===== config.mk =====
export PLATFORM = sky130hd
export DESIGN_NAME = dmem_arbiter
export DESIGN_NICKNAME = d
export VERILOG_FILES = /design/src/rtl/dmem_pkg.sv /design/src/rtl/dmem_access_check.sv /design/src/rtl/dmem_arbiter.sv
export SDC_FILE = /design/constraint.sdc
export NUM_CORES = 1
export LEC_CHECK = 0
export ABC_AREA = 1
export CELL_PAD_IN_SITES_DETAIL_PLACEMENT = 1
export CELL_PAD_IN_SITES_GLOBAL_PLACEMENT = 1
export CORE_UTILIZATION = 32
export DETAILED_ROUTE_END_ITERATION = 10
export HOLD_SLACK_MARGIN = 0.08
export PLACE_DENSITY = 0.86
export SYNTH_ARGS = -nofsm -noshare
export SYNTH_HDL_FRONTEND = slang
export SYNTH_SLANG_ARGS = --single-unit
export TNS_END_PERCENT = 1

===== constraint.sdc =====
create_clock -name clk -period 4.3 [get_ports clk]
set_input_delay 0.645 -clock clk [delete_from_list [all_inputs] [get_ports clk]]
set_output_delay 0.645 -clock clk [all_outputs]
set_load 0.02 [all_outputs]

===== src/rtl/dmem_pkg.sv =====
// dmem_pkg: size codes, FSM states and size helper shared by the data-memory arbiter
package dmem_pkg;
  localparam logic [1:0] SZ_WORD = 2'b00;
  localparam logic [1:0] SZ_HALF = 2'b01;
  localparam logic [1:0] SZ_BYTE = 2'b10;
  typedef enum logic {IDLE, ACCESS} state_t;
  function automatic logic [2:0] size_bytes(input logic [1:0] size);
    return size == SZ_WORD ? 3'd4 : size == SZ_HALF ? 3'd2 : size == SZ_BYTE ? 3'd1 : 3'd0;
  endfunction
endpackage


===== src/rtl/dmem_access_check.sv =====
// dmem_access_check: flags invalid-size, misaligned and out-of-range accesses
module dmem_access_check
  import dmem_pkg::*;
#(
  parameter int ADDR_W    = 32,
  parameter int MEM_BYTES = 64
) (
  input  logic [ADDR_W-1:0] addr,
  input  logic [1:0]        size,
  output logic              err
);
  // one extra bit keeps addresses near the top of the space from wrapping to a legal end
  logic [ADDR_W:0] end_addr;
  assign end_addr = {1'b0, addr} + (ADDR_W+1)'(size_bytes(size));
  assign err = (size == 2'b11) | (size == SZ_WORD & |addr[1:0]) | (size == SZ_HALF & addr[0])
             | (end_addr > (ADDR_W+1)'(MEM_BYTES));
endmodule


===== src/rtl/dmem_arbiter.sv =====
// dmem_arbiter: round-robin two-master arbiter issuing one-cycle data-memory accesses
module dmem_arbiter
  import dmem_pkg::*;
#(
  parameter int ADDR_W    = 32,
  parameter int MEM_BYTES = 64
) (
  input  logic              clk,
  input  logic              rst_n,
  input  logic              m0_req,
  input  logic              m0_we,
  input  logic [ADDR_W-1:0] m0_addr,
  input  logic [31:0]       m0_wd,
  input  logic [1:0]        m0_size,
  output logic              m0_gnt,
  output logic              m0_rsp_valid,
  output logic              m0_rsp_err,
  output logic [31:0]       m0_rdata,
  input  logic              m1_req,
  input  logic              m1_we,
  input  logic [ADDR_W-1:0] m1_addr,
  input  logic [31:0]       m1_wd,
  input  logic [1:0]        m1_size,
  output logic              m1_gnt,
  output logic              m1_rsp_valid,
  output logic              m1_rsp_err,
  output logic [31:0]       m1_rdata,
  output logic              mem_we,
  output logic [ADDR_W-1:0] mem_addr,
  output logic [31:0]       mem_wd,
  output logic [1:0]        mem_size,
  input  logic [31:0]       mem_rd
);
  state_t state, state_nx;
  logic any, win, last_win, sel_we, sel_err;
  logic [ADDR_W-1:0] sel_addr;
  logic [31:0] sel_wd, rsp_data;
  logic [1:0] sel_size;
  logic cap_we, cap_id, cap_err;
  logic [ADDR_W-1:0] cap_addr;
  logic [31:0] cap_wd;
  logic [1:0] cap_size;
  always_comb begin
    any = m0_req | m1_req;
    win = m1_req & (~m0_req | ~last_win);
    sel_we = win ? m1_we : m0_we;
    sel_addr = win ? m1_addr : m0_addr;
    sel_wd = win ? m1_wd : m0_wd;
    sel_size = win ? m1_size : m0_size;
    m0_gnt = (state == IDLE) & m0_req & ~win;
    m1_gnt = (state == IDLE) & win;
    state_nx = (state == IDLE && any) ? ACCESS : IDLE;
    rsp_data = (cap_we | cap_err) ? 32'd0 : mem_rd;
  end
  dmem_access_check #(.ADDR_W(ADDR_W), .MEM_BYTES(MEM_BYTES)) u_check (
    .addr(sel_addr),
    .size(sel_size),
    .err (sel_err)
  );
  assign mem_we = (state == ACCESS) & cap_we & ~cap_err;
  assign mem_addr = cap_addr;
  assign mem_wd = cap_wd;
  assign mem_size = cap_size;
  always_ff @(posedge clk or negedge rst_n) begin
    if (!rst_n) begin
      state <= IDLE;
      last_win <= 1'b1;
      cap_we <= 1'b0;
      cap_id <= 1'b0;
      cap_err <= 1'b0;
      cap_addr <= '0;
      cap_wd <= '0;
      cap_size <= '0;
      m0_rsp_valid <= 1'b0;
      m0_rsp_err <= 1'b0;
      m0_rdata <= '0;
      m1_rsp_valid <= 1'b0;
      m1_rsp_err <= 1'b0;
      m1_rdata <= '0;
    end else begin
      state <= state_nx;
      m0_rsp_valid <= 1'b0;
      m1_rsp_valid <= 1'b0;
      if (state == IDLE && any) begin
        cap_we <= sel_we;
        cap_id <= win;
        cap_err <= sel_err;
        cap_addr <= sel_addr;
        cap_wd <= sel_wd;
        cap_size <= sel_size;
        last_win <= win;
      end
      if (state == ACCESS && cap_id) begin
        m1_rsp_valid <= 1'b1;
        m1_rsp_err <= cap_err;
        m1_rdata <= rsp_data;
      end
      if (state == ACCESS && !cap_id) begin
        m0_rsp_valid <= 1'b1;
        m0_rsp_err <= cap_err;
        m0_rdata <= rsp_data;
      end
    end
  end
endmodule

# Yosys cells after proc, flatten, opt, wreduce, memory -nomap -nowiden
# Cells that the tools add are included.
[totals]
register_bits = 139
[classes]
order_cmp = 1
n_reduce_logical = 6
n_eq_ne = 3
n_mux = 11
bitwise_logic = 19
addsub = 1
[op_table]
columns = ["cell", "count"]
rows = [
  ["two-way mux 32 bit", 3],
  ["adder 32 x 3 -> 33 bit", 1],
  ["> comparator 33 x 7 -> 1 bit (second input constant)", 1],
  ["AND 1 bit", 8],
  ["two-way mux 3 bit", 2],
  ["bitwise OR 1 bit", 6],
  ["two-way mux 1 bit", 5],
  ["inverter 1 bit", 5],
  ["equality test 2 bit (second input constant)", 2],
  ["logical AND 1 bit", 3],
  ["equality test 2 x 1 -> 1 bit (second input constant)", 1],
  ["zero test 2 bit", 1],
  ["two-way mux 2 bit", 1],
  ["OR reduction 2 bit", 1],
  ["zero test 1 bit", 1],
]

# Depth between registers and ports, before layout
[depth]
ltp_word = 11
ltp_mapped = 25
mapped_depth_nobuf = 23

# Cells and area by module
# A second synthesis with hierarchy kept.
[hier_totals]
hier_cells = 1114
hier_area_um2 = 7796.2
[modules_own_cells]
columns = ["module", "area_each_um2", "seq_area_each_um2", "n_inst", "cells_each"]
rows = [
  ["dmem_arbiter", 6705.2, 3479.6, 1, 884],
  ["dmem_access_check", 1091.0, 0.0, 1, 230],
]

# Worst setup path after synthesis
# OpenSTA, ideal clock, no wires.
[synth_timing]
kind = "input port to flip-flop"
start = "input port m0_req"
end = "register cap_err"
required_ns = 4.183
slack_ns = 1.230
t_arrival_ns = 2.954
n_path_buf = 5
path_stages = 22
path_cell_list = "nand2_2 > nand2_4 > buf_8 > buf_6 > buf_2 > clkbuf_1 > nand2_1 > nand2_1 > ha_1 > inv_1 > nor2_1 > nor2_2 > nand2_4 > buf_6 > nand3_1 > nand3_1 > nor2_1 > nand3_1 > nor2_1 > nand3_1 > nor2_1 > nor2_1"
[synth_between]
elab_cells_between_ends = 22
classes_between = "add/sub (1); order compare (1); eq/ne (3); mux (5); bitwise (9); reduce/logical (3)"
[synth_rtl]
columns = ["element", "line_no", "rtl"]
rows = [
  ["from (decl)", "dmem_arbiter.sv:10", "input logic m0_req,"],
  ["inverter 1 bit", "dmem_arbiter.sv:45", "win = m1_req & (~m0_req | ~last_win);"],
  ["bitwise OR 1 bit", "dmem_arbiter.sv:45", ""],
  ["AND 1 bit", "dmem_arbiter.sv:45", ""],
  ["two-way mux 32 bit", "dmem_arbiter.sv:47", "sel_addr = win ? m1_addr : m0_addr;"],
  ["via sel_addr[2]", "dmem_arbiter.sv:36", "logic [ADDR_W-1:0] sel_addr;"],
  ["adder 32 x 3 -> 33 bit", "dmem_access_check.sv:14", "assign end_addr = {1'b0, addr} + (ADDR_W+1)'(size_bytes(size));"],
  ["> comparator 33 x 7 -> 1 bit", "dmem_access_check.sv:16", "| (end_addr > (ADDR_W+1)'(MEM_BYTES));"],
  ["bitwise OR 1 bit", "dmem_access_check.sv:16", ""],
  ["to (signal assigned)", "dmem_arbiter.sv:87", "cap_err <= sel_err;"],
  ["to (decl)", "dmem_arbiter.sv:39", "logic cap_we, cap_id, cap_err;"],
]
# The timed path passes the listed nets, and every way through them passes these cells.
# A chain may end at the register's enable or synchronous reset.

# Final worst setup path
[layout_timing]
start = "input port m0_req"
end = "output port m0_gnt"
[layout_between]
elab_chain_len = 5
elab_cells_between_ends = 6
classes_between = "bitwise (6)"
[layout_lines]
columns = ["element", "line_no", "rtl"]
rows = [
  ["inverter 1 bit", "dmem_arbiter.sv:45", ""],
  ["bitwise OR 1 bit", "dmem_arbiter.sv:45", ""],
  ["AND 1 bit", "dmem_arbiter.sv:45", ""],
  ["inverter 1 bit", "dmem_arbiter.sv:50", "m0_gnt = (state == IDLE) & m0_req & ~win;"],
  ["AND 1 bit (*)", "dmem_arbiter.sv:50", ""],
  ["to (decl)", "dmem_arbiter.sv:15", "output logic m0_gnt,"],
]
# Every way passes the cells marked *; elsewhere a longest branch is shown, timed or not.

==> impl_metrics.csv <==
group,metric,value,unit
floorplan,design.portCount,307,
drt,first_drt_pass_iteration_count,5,
drt,via_per_inst,5.00,
synth,postSynthCellCount,997,
synth,yosys_register_bits,139,
critical_path,critPathArrivalTime,3220,ps
clocking,cts_buffer_depth,2,
synth,synth.top_cells.by_count,"320 x sky130_fd_sc_hd__nand2_1, 167 x sky130_fd_sc_hd__o21ai_0, 138 x sky130_fd_sc_hd__dfrtp_1, 107 x sky130_fd_sc_hd__nor2_1, 77 x sky130_fd_sc_hd__inv_1",
critical_path,path_class,"in2out",
critical_path,crit_path_max_fanout,34,
timing,rsz0062_at_grt,"false",
timing,clock-skew-final,11.9,ps
critical_path,critical_path.startpoint,"m0_req",
power_and_ir_drop,max-vdd-ir-drop,224,uV
synth,synth_top_cell_by_area,"sky130_fd_sc_hd__dfrtp_1",
power_and_ir_drop,finalPower,4.45,mW
critical_path,worst-endpoint-required,3650,ps
drt,route.vias.total,7928,
critical_path,crit-reg2reg-launch,"last_win",
cells_and_area,nNetsFinal,1460,
floorplan,floorplan.die.height,154,um
cells_and_area,layout-drive-gt1-share,7.31,%
floorplan,fp.dieW,154,um
timing,hold_violations,0,
clocking,clock_insertion_delay_worst_skew,420,ps
placement,port_buf_inserts,306,
floorplan,number_of_placement_rows,55,
placement,detailedPlacementHpwl,21.9,mm
clocking,cts_inserted_buffers,17,
synth,synth_area,0.00735,sq mm
cells_and_area,signed_area_change_from_the_synthesized_netlist_to_the_final_layout,53.3,%
critical_path,cp_cell_sequence,"clkdlybuf4s50_1 > nand2_2 > nand2_4 > inv_2 > buf_4 > nor2_1 > clkdlybuf4s50_1",
global_route,antenna_found_initial,1,
timing,slew_headroom,25.8,%
floorplan,start_util,32.5,%
global_route,grt_first_pass_wirelength,46.4,mm
placement,pre_cts_ws,273,ps
global_route,gr-usage-all-layers,25.2,%
timing,max_freq,259,MHz
clocking,cts_hold_buffers,0,
critical_path,cp_common_cell,"sky130_fd_sc_hd__clkdlybuf4s50_1",
job,cap_viol_max_count,0,
drt,antenna_violating_nets_post_route,0,
worst_hold_path,hold_path_class,"in2async",
clocking,clock_sinks,139,
synth,synth_sequential_area_ratio,47.4,%
timing,slew_violations,0,
timing,endpoints_failing_setup,0,
clocking,cts_setup_buffers,0,
timing,final.hold.worst_slack,283,ps
clocking,clk_root_buffer_cell,"sky130_fd_sc_hd__clkbuf_16",
clocking,cts-resized-gates,0,
critical_path,timing.reg2reg.worst_path_depth,19,
critical_path,critical_path.startpoint_type,"input pin",
critical_path,critical-path-slowest-cell,"sky130_fd_sc_hd__clkdlybuf4s50_1",
floorplan,floorplan.die_area,0.0236,sq mm
timing,period_utilization_post_route,89.9,%
critical_path,r2r-end,"cap_err",
critical_path,timing.critical_path.max_delay_family,"buffers and inverters",
clocking,clkSlewWorstSetupHoldPaths,60,ps
cells_and_area,multiInputGateArea,0.00331,sq mm
power_and_ir_drop,cellLeakagePower,4.97,nW
placement,gp_routability_congestion,0.938,
global_route,grt_pass1_vias,8420,
critical_path,endpoint_kind_of_the_worst_setup_timing_path,"output port",
cells_and_area,seqCellArea,0.00348,sq mm
synth,ys_top_cells_by_area,"sky130_fd_sc_hd__dfrtp_1 47%, sky130_fd_sc_hd__nand2_1 16%, sky130_fd_sc_hd__o21ai_0 11%, sky130_fd_sc_hd__nor2_1 5.5%, sky130_fd_sc_hd__inv_1 3.9%",
synth,synth.yosys.warnings,0,
clocking,h-tree-depth,4,
timing,timing.final.crit_period,3870,ps
synth,yosysMostFrequentCell,"sky130_fd_sc_hd__nand2_1",
timing,finalSetupTns,0,ps
drt,route.detailed.wl_per_inst,18.3,um
timing,postLayoutSetupSlackWorst,432,ps
synth,netlist.area_leader.share,47.0,%
drt,wirelength,29.0,mm
clocking,cts_tree,"built",
critical_path,path_depth,7,
synth,synth.net_count,1170,
critical_path,ff2ff_setup_slack,930,ps
synth,synth_top_flop_cell,"sky130_fd_sc_hd__dfrtp_1",
cells_and_area,fillers,2748,
drt,initialDrtViolationCount,464,
synth,post_synth.cell_area_avg,7.37,sq um
synth,post_synth_num_cell_types,33,
critical_path,critical_path.endpoint,"m0_gnt",
synth,proportion_of_synthesized_flip_flops_having_asynchronous_set_or_reset,100,%
drt,remaining_drc_errors,0,
floorplan,total_core_area,0.0226,sq mm
power_and_ir_drop,power.density,395,mW/mm^2
global_route,grt_start_max_net_pins,90,
status,run_status,"finished clean",
global_route,gr-total-overflow,0,
synth,synth-edff-count,0,
critical_path,timing.critical_path.buf_inv,4,
critical_path,slowest_delay,690,ps
timing,tightestPinTransition,1110,ps
[logic make-up (layout without fill, tap and decap cells)]
kind of cell / Yosys count / in the layout / synth area share (%)
buffers and inverters: 131 / 434 / 7.73
adders and majority gates: 3 / 3 / 0.511
and+or+nand+nor: 529 / 529 / 30.3
other: 0 / 1 / 0
DFF: 139 / 139 / 47.4
AOI/OAI and AO/OA: 189 / 189 / 13.3
xor gates and xnor gates: 6 / 6 / 0.715
[area by class of cell]
cell class	count	share of cell area, %
Antenna cell	1	0.0222
Clock buffer	19	4.02
Clock inverter	13	1.61
Inverter	82	2.73
Multi-Input combinational cell	727	29.4
Sequential cell	139	30.9
Tap cell	285	3.17
Timing Repair Buffer	320	28.1
[worst reg2reg max path, cell delays in order, from the launching register on]
cell and delay, ps:
sky130_fd_sc_hd__dfstp_2 540, sky130_fd_sc_hd__nand2_2 210, sky130_fd_sc_hd__nand2_4 400, sky130_fd_sc_hd__inv_2 230, sky130_fd_sc_hd__nand2_1 130, sky130_fd_sc_hd__nand2_1 60, sky130_fd_sc_hd__ha_1 310, sky130_fd_sc_hd__inv_1 80
sky130_fd_sc_hd__nor2_1 170, sky130_fd_sc_hd__nand2_2 120, sky130_fd_sc_hd__a21oi_2 190, sky130_fd_sc_hd__nand3_1 180, sky130_fd_sc_hd__nand2_1 110, sky130_fd_sc_hd__nand2_1 60, sky130_fd_sc_hd__nor2_1 80, sky130_fd_sc_hd__nand2_1 60
sky130_fd_sc_hd__nor2_1 100, sky130_fd_sc_hd__nand3_1 90, sky130_fd_sc_hd__nor2_1 100, sky130_fd_sc_hd__nor2_1 50
[worst min path at each step]
stage,slack (ps),startpoint,endpoint,cells past startpoint
floorplan,350,rst_n,cap_err,0
global placement,470,m0_rdata[18],m0_rdata[18],2
detailed placement,470,mem_wd[26],mem_wd[26],2
CTS,330,rst_n,m0_rdata[23],1
global route,360,rst_n,m0_rdata[23],1
finish,280,rst_n,m0_rdata[0],1
[registers in the layout (all words and copies together), names as in the netlist]
name,count
last_win,1
mem_size,2
state,1
m0_rsp_valid,1
m1_rsp_valid,1
m0_rsp_err,1
mem_addr,32
cap_err,1
cap_we,1
mem_wd,32
m1_rsp_err,1
m0_rdata,32
cap_id,1
m1_rdata,32
[cell usage in the layout, fill, tap and decap left out, types with 17 or more instances in the layout]
cell type / instances
sky130_fd_sc_hd__dfrtp_1: 138
sky130_fd_sc_hd__o21ai_0: 167
sky130_fd_sc_hd__clkbuf_16: 17
sky130_fd_sc_hd__nand2_1: 319
sky130_fd_sc_hd__inv_1: 76
sky130_fd_sc_hd__nand3_1: 36
sky130_fd_sc_hd__nand2_2: 20
sky130_fd_sc_hd__clkdlybuf4s50_1: 305
sky130_fd_sc_hd__nor2_1: 106
[metrics by stage]
step	cells	util [%]	instance area, sq um
4_1_cts	1585	49.9	11300
5_1_grt	1586	49.9	11300
3_3_place_gp	1553	47.1	10600
2_1_floorplan	997	-	7350
6_report	1586	49.9	11300
3_5_place_dp	1553	47.1	10600
[layer usage]
metal  share of wire, %  vias up  global-route usage, %  wire length (um)
met3                5.6       41                   5.30              1620
li1                   -     3763                      -                 -
met2                 49      270                   43.1             14300
met5                  0        -                      0                 0
met1                 43     3854                   31.5             12400
met4                2.3        0                   8.76               675
[power by group]
group / internal, mW / switching, mW / total [mW] / leakage [nW]
combinational: 0.535 / 0.764 / 1.30 / 2.88
clock: 0.963 / 0.626 / 1.59 / 0.303
sequential: 1.46 / 0.0969 / 1.56 / 1.80
total: 2.96 / 1.49 / 4.45 / 4.97
Note: power is estimated with default switching activity, not from simulation.
